$ cat config.mk
export PLATFORM = sky130hd
export DESIGN_NAME = exmem_mem_stage
export DESIGN_NICKNAME = d
export VERILOG_FILES = /design/src/rtl/exmem_mem_stage.sv
export SDC_FILE = /design/constraint.sdc
export NUM_CORES = 1
export LEC_CHECK = 0
export CELL_PAD_IN_SITES_DETAIL_PLACEMENT = 1
export CELL_PAD_IN_SITES_GLOBAL_PLACEMENT = 1
export CORE_ASPECT_RATIO = 0.6
export CORE_MARGIN = 1.5
export CORE_UTILIZATION = 27
export CTS_CLUSTER_DIAMETER = 30
export DETAILED_ROUTE_END_ITERATION = 16
export PLACE_DENSITY = 0.81
export SYNTH_ARGS = -nofsm -noshare
export SYNTH_HDL_FRONTEND = slang
export SYNTH_SLANG_ARGS = --single-unit
$ cat constraint.sdc
create_clock -name clk -period 1.7 [get_ports clk]
set_input_delay 0.34 -clock clk [delete_from_list [all_inputs] [get_ports clk]]
set_output_delay 0.34 -clock clk [all_outputs]
set_load 0.02 [all_outputs]
$ cat src/rtl/exmem_mem_stage.sv
// EX/MEM register, data-memory req/ready access and MEM/WB register; optional MEM_ALIGN_CHECK_EN alignment check.
// Latency: ALU ops 1 cycle EX/MEM -> MEM/WB; memory ops complete on the dmem_ready cycle (or abandon at TIMEOUT).
// Backpressure: mem_stall freezes upstream while WAIT sees no ready; MEM/WB takes bubbles meanwhile.
module exmem_mem_stage #(
    parameter int DATA_W  = 64,
    parameter int TIMEOUT = 255
) (
    input  logic              clk,
    input  logic              reset,
    input  logic [DATA_W-1:0] EX_ALUResult_out,
    input  logic [DATA_W-1:0] EX_StoreData,
    input  logic [4:0]        EX_Rd,
    input  logic              EX_RegWrite,
    input  logic              EX_MemWrite,
    input  logic              EX_read_enable,
    input  logic [3:0]        EX_xfer_size,
    output logic [DATA_W-1:0] EXMEM_ALUResult,
    output logic [4:0]        EXMEM_Rd,
    output logic              EXMEM_RegWrite,
    output logic              dmem_req,
    output logic              dmem_we,
    output logic [DATA_W-1:0] dmem_addr,
    output logic [DATA_W-1:0] dmem_wdata,
    output logic [3:0]        dmem_size,
    input  logic              dmem_ready,
    input  logic [DATA_W-1:0] dmem_rdata,
    output logic [4:0]        MEMWB_Rd,
    output logic              RegWrite_fromMEMWB,
    output logic [DATA_W-1:0] WB_MemToRegOut,
    output logic              mem_stall,
    output logic              mem_timeout,
    output logic              align_fault
);

    typedef enum logic {S_IDLE = 1'b0, S_WAIT = 1'b1} state_t;

    localparam logic [7:0] TO_LIM  = 8'(TIMEOUT);
    localparam logic [3:0] SZ_BYTE = 4'b0001;

    state_t              state_q, state_d;
    logic [7:0]          cnt_q, cnt_d;
    logic [DATA_W-1:0]   exmem_alu_q, exmem_alu_d;
    logic [DATA_W-1:0]   exmem_sd_q, exmem_sd_d;
    logic [4:0]          exmem_rd_q, exmem_rd_d;
    logic                exmem_rw_q, exmem_rw_d;
    logic                exmem_mw_q, exmem_mw_d;
    logic                exmem_ld_q, exmem_ld_d;
    logic [3:0]          exmem_sz_q, exmem_sz_d;
    logic [4:0]          memwb_rd_q, memwb_rd_d;
    logic                memwb_rw_q, memwb_rw_d;
    logic [DATA_W-1:0]   memwb_wb_q, memwb_wb_d;
    logic                timeout_q, timeout_d;
    logic                align_q, align_d;

    logic                ex_is_mem, ex_misalign, ex_go;
    logic                timeout_hit, stall;
    logic [DATA_W-1:0]   load_data;

    assign ex_is_mem = EX_MemWrite | EX_read_enable;

`ifdef MEM_ALIGN_CHECK_EN
    // Only byte accesses may be unaligned; every other size counts as 64-bit.
    assign ex_misalign = ex_is_mem && (EX_xfer_size != SZ_BYTE) && (EX_ALUResult_out[2:0] != 3'b000);
`else
    assign ex_misalign = 1'b0;
`endif

    assign ex_go       = ex_is_mem & ~ex_misalign;
    assign timeout_hit = (state_q == S_WAIT) && (cnt_q == TO_LIM);
    assign stall       = (state_q == S_WAIT) && !dmem_ready && !timeout_hit;
    assign load_data   = (exmem_sz_q == SZ_BYTE) ? {{(DATA_W-8){1'b0}}, dmem_rdata[7:0]} : dmem_rdata;

    always_comb begin
        state_d     = state_q;
        cnt_d       = cnt_q;
        exmem_alu_d = exmem_alu_q;
        exmem_sd_d  = exmem_sd_q;
        exmem_rd_d  = exmem_rd_q;
        exmem_rw_d  = exmem_rw_q;
        exmem_mw_d  = exmem_mw_q;
        exmem_ld_d  = exmem_ld_q;
        exmem_sz_d  = exmem_sz_q;
        memwb_rd_d  = memwb_rd_q;
        memwb_rw_d  = 1'b0;
        memwb_wb_d  = memwb_wb_q;
        timeout_d   = timeout_q;
        align_d     = 1'b0;

        if (!stall) begin
            exmem_alu_d = EX_ALUResult_out;
            exmem_sd_d  = EX_StoreData;
            exmem_rd_d  = EX_Rd;
            exmem_rw_d  = EX_RegWrite;
            exmem_mw_d  = EX_MemWrite;
            exmem_ld_d  = EX_read_enable;
            exmem_sz_d  = EX_xfer_size;
            align_d     = ex_misalign;
        end

        case (state_q)
            S_IDLE: begin
                // A memory op still sitting here in IDLE was rejected as misaligned: bubble it.
                memwb_rd_d = exmem_rd_q;
                memwb_wb_d = exmem_alu_q;
                memwb_rw_d = exmem_rw_q & ~(exmem_mw_q | exmem_ld_q);
                cnt_d      = 8'd0;
                state_d    = ex_go ? S_WAIT : S_IDLE;
            end
            default: begin
                // Ready wins over a coincident timeout since the data is valid.
                if (dmem_ready) begin
                    memwb_rd_d = exmem_rd_q;
                    memwb_wb_d = exmem_ld_q ? load_data : exmem_alu_q;
                    memwb_rw_d = exmem_rw_q & ~exmem_mw_q;
                    cnt_d      = 8'd0;
                    state_d    = ex_go ? S_WAIT : S_IDLE;
                end else if (timeout_hit) begin
                    timeout_d  = 1'b1;
                    cnt_d      = 8'd0;
                    state_d    = ex_go ? S_WAIT : S_IDLE;
                end else begin
                    cnt_d      = cnt_q + 8'd1;
                end
            end
        endcase
    end

    always_ff @(posedge clk or negedge reset) begin
        if (!reset) begin
            state_q     <= S_IDLE;
            cnt_q       <= 8'd0;
            exmem_alu_q <= '0;
            exmem_sd_q  <= '0;
            exmem_rd_q  <= 5'd0;
            exmem_rw_q  <= 1'b0;
            exmem_mw_q  <= 1'b0;
            exmem_ld_q  <= 1'b0;
            exmem_sz_q  <= 4'd0;
            memwb_rd_q  <= 5'd0;
            memwb_rw_q  <= 1'b0;
            memwb_wb_q  <= '0;
            timeout_q   <= 1'b0;
            align_q     <= 1'b0;
        end else begin
            state_q     <= state_d;
            cnt_q       <= cnt_d;
            exmem_alu_q <= exmem_alu_d;
            exmem_sd_q  <= exmem_sd_d;
            exmem_rd_q  <= exmem_rd_d;
            exmem_rw_q  <= exmem_rw_d;
            exmem_mw_q  <= exmem_mw_d;
            exmem_ld_q  <= exmem_ld_d;
            exmem_sz_q  <= exmem_sz_d;
            memwb_rd_q  <= memwb_rd_d;
            memwb_rw_q  <= memwb_rw_d;
            memwb_wb_q  <= memwb_wb_d;
            timeout_q   <= timeout_d;
            align_q     <= align_d;
        end
    end

    assign EXMEM_ALUResult    = exmem_alu_q;
    assign EXMEM_Rd           = exmem_rd_q;
    assign EXMEM_RegWrite     = exmem_rw_q;
    assign dmem_req           = (state_q == S_WAIT);
    assign dmem_we            = exmem_mw_q;
    assign dmem_addr          = exmem_alu_q;
    assign dmem_wdata         = exmem_sd_q;
    assign dmem_size          = exmem_sz_q;
    assign MEMWB_Rd           = memwb_rd_q;
    assign RegWrite_fromMEMWB = memwb_rw_q;
    assign WB_MemToRegOut     = memwb_wb_q;
    assign mem_stall          = stall;
    assign mem_timeout        = timeout_q;
    assign align_fault        = align_q;

endmodule

# Word-level counts from Yosys, hierarchy flattened
# Cells that the tools add are included.
# totals
ff_bits,220
input_bits,207
output_inout_bits,277
word_cells,45
# op_classes
addsub,1
n_eq_ne,3
muxes,15
bitwise_logic,7
n_reduce_logical,6
# op_table
op,count
64-bit two-way mux,4
8-bit two-way mux,3
5-bit two-way mux,2
8-bit by 1-bit adder with 8-bit output (second input constant),1
8-bit equality test (second input constant),1
1-bit two-way mux,6
4-bit by 1-bit equality test with 1-bit output (second input constant),1
1-bit logical AND,3
1-bit NOT,3
3-bit AND reduction,1
1-bit bitwise AND,2
1-bit zero test,2
2-bit inequality test (second input constant),1
1-bit bitwise OR,2

# Longest topological paths before layout
# Gate-level depths: netlist of the first run.
# depth
ltp_word,5
ltp_mapped,6
ltp_nobuf,4

# Least setup slack after synthesis of the first run
# No wires, ideal clock.
# synth_timing
path_type,reg2out
startpoint,reg cnt_q[0]
endpoint,out mem_stall
arrival_ps,1493
required_ps,1360
setup_slack_ps,-133
stages_incl_launch_ff,7
n_path_buf,2
cell_sequence,dfrtp_1 -> ha_1 -> nand4_1 -> o21ai_2 -> buf_6 -> buf_6 -> inv_1
# synth_via
elab_chain_cells,4
# synth_rtl
item,line_no,source
"start, declared",41,"logic [7:0] cnt_q, cnt_d;"
"start signal, assigned",146,cnt_q <= cnt_d;
8-bit equality test,69,assign timeout_hit = (state_q == S_WAIT) && (cnt_q == TO_LIM);
1-bit logical AND,69,
1-bit zero test,70,assign stall = (state_q == S_WAIT) && !dmem_ready && !timeout_hit;
1-bit logical AND,70,
"end, declared",30,"output logic mem_stall,"
# No other way between the ends.

# Worst setup path in the final report of the first run
# Ends and elaborated chain as after synthesis.

==> results.toml, run 1 <==
[global_route]
grt_pass1_vias = 9095
overflow = 0
grt_max_degree = 53
antenna_found_initial = 1
track_usage_pct = 20.29
grt_pass1_wl_um = 56100

[die]
die_area_sq_um = 35860
die_h_um = 147.3
die_x_um = 243.5
core-area_sq_um = 33960
ios = 484
num_rows = 52
initial_utilization_pct = 27.58

[layout]
fin_cells = 1769
drive_above_1_share_pct = 24.75
fillCellCount = 3394
nets = 1485
multi_input_area_sq_um = 3651
regArea_sq_um = 5508
synthToLayoutAreaGrowth_pct = 89.01
fin_util_pct = 52.13

[run]
max_cap_viol_count = 0

[clock_network]
clkTransAtPathRegs_ns = 0.06
cts_root_buf = "clkbuf_16"
clock_tree.buffer_depth = 3
clock_sinks = 220
cts_tree = "yes"
cts_max_level = 2
clk_latency_ns = 0.53
numCtsBuffers = 42

[critical_path]
cp-start-kind = "flip-flop"
crit_start = "cnt_q[0]"
crit_type = "reg2out"
critPathArrivalTime_ns = 1.68
end_kind = "output port"
critPathRequiredTime_ns = 1.36
critPathMaxFanout = 2
r2r_slack_ns = -0.29
r2r_start = "cnt_q[0]"
worstReg2RegEnd = "EXMEM_ALUResult[8]"
reg2reg_depth = 8

[detailed_routing]
vias = 8494
drtIter0Drc = 330
drtAntennaViolNets = 0
dr.pass1.iters = 4
drc_errors = 0
wl_um = 43760
vias_per_cell = 4.802
routedWlPerCell_um = 24.74

[synth]
yosysSeqAreaShare_pct = 58.77
synth_cell_type_count = 34
syn_area_sq_um = 9368
syn_avg_cell_area_sq_um = 11.87
syn_nets = 997
synth_seq_cells = 220
synth_cells = 789
synth_warnings = 0

[placement]
placed_cells = 1663
gp_congestion = 0.7949
portBuffers = 482
hpwl_um = 25840
preCtsSetupSlack_ns = -0.3634

[pwr]
worst_ir_drop_vdd_mv = 0.7760
power_density_nw_per_um2 = 1141
p_leak_nw = 9.655
finalPower_mw = 20.20

[sta]
setup_ws_ns = -0.3242
period_minus_slack_ns = 2.024
maxSlewViolCount = 0
max_freq_mhz = 494.0
hold-worst-slack_ns = 0.2943
setup_viol = 143
finalCritPeriodShare_pct = 119.1
skew_ns = 0.01690
hold_viol_final = 0
rsz0062_at_grt = "true"

[outcome]
failed_checks = "setup timing"
status = "finished, violations left"

[worst_hold_path]
hold_class = "in2async"
-- placed cells by master, fill, tap and decap left out, types with 2 or more instances in the layout --
| cell | n |
|---|---|
| clkbuf_2 | 13 |
| nand2_1 | 35 |
| buf_12 | 19 |
| bufinv_16 | 6 |
| dlymetal6s2s_1 | 232 |
| clkbuf_1 | 4 |
| nor2_1 | 68 |
| clkinv_2 | 8 |
| inv_6 | 4 |
| dfrtp_2 | 2 |
| a21oi_1 | 115 |
| clkdlybuf4s15_2 | 6 |
| buf_8 | 6 |
| buf_2 | 2 |
| clkdlybuf4s50_1 | 205 |
| mux2_4 | 140 |
| buf_4 | 31 |
| dlygate4sd2_1 | 8 |
| buf_16 | 5 |
| dfrtp_1 | 218 |
| nand3_1 | 57 |
| clkbuf_16 | 55 |
| nand2_2 | 2 |
| xnor2_1 | 2 |
| clkinvlp_4 | 4 |
| clkinv_4 | 6 |
| clkdlybuf4s15_1 | 14 |
| buf_6 | 4 |
| a31oi_1 | 10 |
-- synthesized netlist by cell type --
library cell	number	share of area [%]
xnor2_1	2	0.19
dfrtp_1	220	59
or3_1	1	0.067
o211ai_1	1	0.080
nand2_1	37	1.5
nand3_2	1	0.11
buf_4	65	5.2
nand2b_1	2	0.13
nor2_1	69	2.8
or4_1	1	0.080
ha_1	1	0.13
a311oi_1	1	0.094
and2_1	2	0.13
o21ai_0	1	0.053
inv_1	2	0.080
and3_1	1	0.067
mux2_1	67	8.1
nand3_1	57	3.0
a31oi_1	10	0.67
a21oi_1	115	6.1
o31ai_1	1	0.080
nor2b_1	2	0.13
o21ai_2	1	0.094
clkbuf_1	19	0.76
buf_1	10	0.40
or4b_2	1	0.11
buf_2	9	0.48
buf_6	12	1.4
nand4_1	1	0.067
mux2_2	73	8.8
nand4b_1	1	0.094
a21o_1	1	0.080
nor4b_1	1	0.094
conb_1	1	0.040
-- final cells by class --
type,instances,area share [%]
well taps,459,3.244
multi-input cells,452,20.62
diodes,1,0.01413
flip-flops and latches,220,31.11
repair buffers,559,36.87
clock buffers,47,6.099
inverters,2,0.04240
clock inverters,29,2.000
-- state kept, by name (all words and copies together) (netlist names) --
register / cells
RegWrite_fromMEMWB: 1
dmem_req: 1
EXMEM_Rd: 5
MEMWB_Rd: 5
dmem_size: 4
dmem_we: 1
cnt_q: 8
exmem_ld_q: 1
dmem_wdata: 64
EXMEM_RegWrite: 1
WB_MemToRegOut: 64
mem_timeout: 1
EXMEM_ALUResult: 64
-- repair_timing --
action | in CTS | in global routing
gates cloned | 2 | 19
hold buffers | 1 | 0
endpoints found under the setup margin | 455 | 441
buffers inserted | 5 | 4
pin swaps | 2 | 0
hold endpoints to repair | 32 | 0
resized for setup | 85 | 441
-- cells by family after synthesis --
| kind of cell | count (synthesis) | synth area share, % |
|---|---|---|
| multiplexers | 140 | 16.83 |
| AO/OA/AOI/OAI | 131 | 7.293 |
| buffers and inverters | 117 | 8.375 |
| adder cells (fa/ha/maj) | 1 | 0.1335 |
| other | 1 | 0.04003 |
| flip-flops | 220 | 58.77 |
| AND/OR/NAND/NOR | 177 | 8.375 |
| XOR/XNOR | 2 | 0.1870 |
-- worst max-delay path, cell delays in order (launching register included) --
cell     delay, ns
dfrtp_1       0.39
ha_4          0.16
nand4_1       0.20
o21ai_4       0.25
inv_2         0.05
buf_6         0.13
-- layer usage --
layer  up-vias  part of all wire, %  GRT usage (%)
li1       3657                    -              -
met1      4405                   40          24.45
met2       358                   51          35.44
met3        74                  6.5          5.828
met4         0                  2.2          5.435
met5         -                    0              0
-- power by group --
group          internal (mW)  switching [mW]
logic                   2.65            2.61
clock network           5.53            2.97
registers               5.90           0.542
-- worst max path at each step --
stage	slack, ns	end	depth (start not counted)
CTS	-0.38	mem_stall	5
detailed placement	-0.36	dmem_wdata[0]	6
global route	-0.41	mem_stall	5
global placement	-0.37	mem_stall	5
floorplan	-0.08	EXMEM_ALUResult[0]	6
finish	-0.32	mem_stall	5
-- per-stage QoR --
stage               instance area (sq um)  TNS, ns
detailed placement                  14570   -53.88
global route                        17710   -41.84
CTS                                 16120   -87.91
floorplan                            9383   -7.798
finish                              17710   -32.32
global placement                    14570   -49.40
(Power assumes the default switching activity.)
==> run 2, diff against run 1 <==
Settings changed: CTS_CLUSTER_SIZE set to 16.
==> run 2 against run 1 <==
The flow still finishes with violations (setup timing). Wire length shrank 3.0%. Die area did not move. Cell count fell by 0.45%. Largest cell class unchanged. Highest routed layer unchanged.
==> results.toml, run 2 (synthesis results as in run 1) <==
[run]
max_cap_viol_count = 0

[critical_path]
worstReg2RegEnd = "EXMEM_ALUResult[0]"
slowest_stage = "dfrtp_1"
critPathArrivalTime_ns = 1.68
cp-start-kind = "flip-flop"
crit_type = "reg2out"
max_stage_delay_ns = 0.39
critPathMaxFanout = 2
r2r_start = "cnt_q[0]"
end_kind = "output port"
path_cells = "ha_4 -> nand4_1 -> o21ai_4 -> inv_2 -> buf_6"
critPathRequiredTime_ns = 1.36
r2r_slack_ns = -0.30
reg2reg_depth = 7

[outcome]
status = "finished, violations left"
failed_checks = "setup timing"

[placement]
placed_cells = 1663
hpwl_um = 25840
dpl_cell_area_sq_um = 14570
portBuffers = 482
gp_congestion = 0.7949

[die]
num_rows = 52
die_area_sq_um = 35860
die_h_um = 147.3
core-area_sq_um = 33960
die_x_um = 243.5
ios = 484
initial_utilization_pct = 27.58

[pwr]
worst_ir_drop_vdd_mv = 0.7523
p_leak_nw = 9.291
power_density_nw_per_um2 = 1152
finalPower_mw = 19.99

[clock_network]
clock_sinks = 220
clkTransAtPathRegs_ns = 0.06
numCtsBuffers = 42
cts_root_buf = "clkbuf_16"
clk_latency_ns = 0.53
cts_tree = "yes"
cts_max_level = 2
clock_tree.buffer_depth = 3

[detailed_routing]
drtAntennaViolNets = 0
drtIter0Drc = 273
wl_um = 42440
routedWlPerCell_um = 24.10
drc_errors = 0
dr.pass1.iters = 4
vias = 8363
vias_per_cell = 4.749

[global_route]
grt_max_degree = 53
track_usage_pct = 20.08
grt_pass1_vias = 9031
overflow = 0
grt_pass1_wl_um = 55570
antenna_found_initial = 1

[sta]
hold_viol_final = 0
setup_ws_ns = -0.3155
finalCritPeriodShare_pct = 118.6
setup_viol = 144
maxSlewViolCount = 0
skew_ns = 0.01735
rsz0062_at_grt = "true"
max_freq_mhz = 496.2
period_minus_slack_ns = 2.015

[layout]
drive_above_1_share_pct = 22.83
multi_input_area_sq_um = 3473
synthToLayoutAreaGrowth_pct = 85.25
fin_cells = 1761
nets = 1478
fillCellCount = 3426
regArea_sq_um = 5507
layout_commonest_cell = "dlymetal6s2s_1"
final_cell_mix = "dlymetal6s2s_1, dfrtp_1, clkdlybuf4s50_1"
stdcell_area_sq_um = 17350

[worst_hold_path]
hold_class = "in2async"
-- run 2: cell count changes in the layout (fill, tap and decap cells not counted), sizes merged, moves of 4 or more --
cell | previous run | this run
dlymetal6s2s | 232 | 222
dlygate4sd2 | 8 | 16
buf | 67 | 61
clkdlybuf4s15 | 20 | 26
clkbuf | 73 | 69
clkinv | 15 | 11
-- run 2: cell type report --
cell class	instances	share of cell area [%]
clock buffer	48	6.301
antenna	1	0.01442
tap	459	3.309
timing repair buffer	552	36.64
clock inverter	27	1.947
sequential	220	31.73
multi-input combinational	452	20.01
inverter	2	0.04326
-- run 2: how the worst max path moves through the flow --
| stage | depth (start not counted) | endpoint | slack, ns | startpoint |
|---|---|---|---|---|
| global placement | 5 | mem_stall | -0.37 | dmem_ready |
| detailed placement | 6 | dmem_wdata[0] | -0.36 | cnt_q[1] |
| floorplan | 6 | EXMEM_ALUResult[0] | -0.08 | cnt_q[0] |
| finish | 5 | mem_stall | -0.32 | cnt_q[0] |
| CTS | 5 | mem_stall | -0.38 | cnt_q[0] |
| global route | 5 | mem_stall | -0.40 | cnt_q[0] |
-- run 2: timing repair --
| item | 4_1_cts | 5_1_grt |
|---|---|---|
| endpoints found under the hold margin | 32 | 0 |
| pin swaps | 2 | 0 |
| hold buffers | 1 | 0 |
| endpoints found under the setup margin | 455 | 431 |
| buffers inserted | 3 | 2 |
| gates resized for setup | 97 | 359 |
| cloned | 2 | 14 |
-- run 2: metal layers --
metal	share of wire [%]	track usage [%]
met5	0	0
met4	2.2	5.590
met3	6.6	5.791
met2	51	35.03
met1	40	24.14
-- run 2: per-stage QoR --
step / setup WS, ns / setup TNS (ns) / util, % / hold WS [ns]
2_1_floorplan: -0.08081 / -7.798 / - / 0.04441
3_3_place_gp: -0.3683 / -49.40 / 42.90 / 0.2604
3_5_place_dp: -0.3634 / -53.88 / 42.90 / 0.2613
4_1_cts: -0.3754 / -85.49 / 47.39 / 0.2763
5_1_grt: -0.4026 / -42.32 / 51.10 / 0.2975
6_report: -0.3155 / -31.30 / 51.10 / 0.2957
-- run 2: worst max-delay path: cells and delay by family, from the launching register on --
family,cells,cell delay (ns)
adder cells (fa/ha/maj),1,0.15
AO/OA/AOI/OAI,1,0.24
buffers and inverters,2,0.19
AND/OR/NAND/NOR,1,0.19
flip-flops,1,0.39
-- run 2: report_power, final --
| part | internal (mW) | switching, mW |
|---|---|---|
| Clock | 5.55 | 2.94 |
| Sequential | 5.90 | 0.526 |
| Combinational | 2.52 | 2.56 |
==> run 3, diff against run 2 <==
Settings changed: CORE_MARGIN 1.5 to not set, SLEW_MARGIN set to 20.
==> run 3 against run 2 <==
Wire length shrank 8.2%. Design area decreased by 6.9%. Non-clock buffer count decreased by 6. Sequential cell count is the same. Fmax grew 1.0%. Sequential power barely moved. Global-route usage rose by 1.5 points. Clock power rose by 4.2%. The run still ends with setup timing left. Largest power group unchanged. Combinational power shrank 13%. Cell count is 0.11% higher. Worst hold slack improved by 0.053 ns. Critical path type unchanged. Power decreased by 1.8%. Largest cell class is now flip-flops and latches.
==> results.toml, run 3 (synthesis results as in run 1) <==
[outcome]
status = "finished, violations left"
failed_checks = "setup timing"

[sta]
period_minus_slack_ns = 1.995
max_freq_mhz = 501.1
rsz0062_at_grt = "true"
finalCritPeriodShare_pct = 117.4
skew_ns = 0.02024
setup_ws_ns = -0.2955
relSlewSlack_pct = 66.62
worst_slew_pin_slew_ns = 0.5007
maxSlewViolCount = 0
hold_viol_final = 0
setup_viol = 141

[critical_path]
critPathArrivalTime_ns = 1.66
critPathMaxFanout = 2
crit_type = "reg2out"
cp-start-kind = "flip-flop"
critPathRequiredTime_ns = 1.36
end_kind = "output port"
r2r_start = "cnt_q[0]"
r2r_slack_ns = -0.29
worstReg2RegEnd = "EXMEM_ALUResult[61]"
reg2reg_depth = 8

[clock_network]
clk_latency_ns = 0.53
clock_tree.buffer_depth = 3
cts_root_buf = "clkbuf_16"
clock_sinks = 220
cts_max_level = 2
numCtsBuffers = 44
clkTransAtPathRegs_ns = 0.06
cts_tree = "yes"

[placement]
preCtsSetupSlack_ns = -0.4212
dpl_cell_area_sq_um = 14640
hpwl_um = 26550
gp_congestion = 0.8373
portBuffers = 482

[detailed_routing]
wl_um = 38940
vias = 8206
routedWlPerCell_um = 22.09
dr.pass1.iters = 4
vias_per_cell = 4.655
drtIter0Drc = 235
drc_errors = 0
drtAntennaViolNets = 0

[die]
core-area_sq_um = 33900
die_h_um = 146.3
initial_utilization_pct = 27.64
ios = 484
num_rows = 52
die_area_sq_um = 35470
die_x_um = 242.5

[layout]
stdcell_area_sq_um = 16150
fin_util_pct = 47.65
fillCellCount = 3631
synthToLayoutAreaGrowth_pct = 72.43
drive_above_1_share_pct = 18.91
final_cell_mix = "dlygate4sd2_1, dfrtp_1, clkdlybuf4s50_1"
layout_commonest_cell = "dlygate4sd2_1"
nets = 1474

[global_route]
track_usage_pct = 21.53
grt_pass1_vias = 9327
antenna_found_initial = 3
grt_pass1_wl_um = 58360
grt_max_degree = 53
overflow = 0

[pwr]
power_density_nw_per_um2 = 1216
p_leak_nw = 7.180
worst_ir_drop_vdd_mv = 0.8100

[run]
max_cap_viol_count = 0

[worst_hold_path]
hold_class = "in2async"
[run 3: changes by cell type in the layout (fill, tap and decap cells not counted), sizes merged, moves of 3 or more]
cell / delta
clkbuf: -4
dlygate4sd2: +216
clkinvlp: -3
inv: +5
dlymetal6s2s: -222
clkdlybuf4s15: +7
[run 3: timing repair]
action	CTS	global route
gates cloned	2	4
endpoints found under the hold margin	41	0
hold buffers	1	0
endpoints found under the setup margin	417	190
setup buffers	5	2
pin swaps	2	0
resized for setup	309	48
[run 3: worst max path at each step]
| stage | start | endpoint | slack (ns) | cells after the start |
|---|---|---|---|---|
| finish | cnt_q[0] | mem_stall | -0.30 | 5 |
| global route | cnt_q[0] | mem_stall | -0.38 | 5 |
| CTS | cnt_q[0] | mem_stall | -0.37 | 5 |
| detailed placement | dmem_ready | WB_MemToRegOut[23] | -0.42 | 6 |
| global placement | dmem_ready | EXMEM_ALUResult[35] | -0.35 | 6 |
| floorplan | cnt_q[0] | EXMEM_ALUResult[0] | -0.08 | 6 |
[run 3: cell type report]
class	count	area [sq um]	share of cell area, %
multi-input cells	452	3147	19.48
well taps	459	574.3	3.555
inverters	2	7.507	0.04648
flip-flops and latches	220	5507	34.09
clock inverters	27	299.0	1.851
clock buffers	54	1230	7.614
repair buffers	546	5381	33.32
diodes	3	7.507	0.04648
[run 3: metal layers]
metal | share of wire, % | wire length, um | track usage, % | up-vias
li1 | - | - | - | 3637
met1 | 40 | 15520 | 25.01 | 4176
met2 | 51 | 19840 | 38.07 | 324
met3 | 6.6 | 2572 | 6.140 | 69
met4 | 2.6 | 1008 | 7.215 | 0
met5 | 0 | 0 | 0 | -
[run 3: report_power, final]
| part | internal, mW | leakage (nW) | switching, mW | total, mW |
|---|---|---|---|---|
| combinational | 1.95 | 3.86 | 2.44 | 4.39 |
| clock | 5.81 | 0.749 | 3.05 | 8.86 |
| sequential | 5.90 | 2.57 | 0.494 | 6.39 |
| total | 13.7 | 7.18 | 5.98 | 19.6 |
[run 3: metrics by stage]
stage / hold slack, ns / power, mW / setup TNS, ns / std cells
after floorplan: 0.04441 / 8.609 / -7.798 / 789
after global placement: 0.3137 / 11.17 / -53.96 / 1665
after detailed placement: 0.3194 / 11.33 / -56.01 / 1665
after CTS: 0.3372 / 19.83 / -39.41 / 1754
after global routing: 0.3668 / 20.41 / -46.66 / 1763
final: 0.3484 / 19.64 / -35.58 / 1763
[run 3: worst max-delay path: stages (launching register included)]
cell	delay, ns
dfrtp_1	0.40
ha_4	0.15
nand4_1	0.17
o21ai_4	0.22
inv_2	0.06
buf_6	0.13
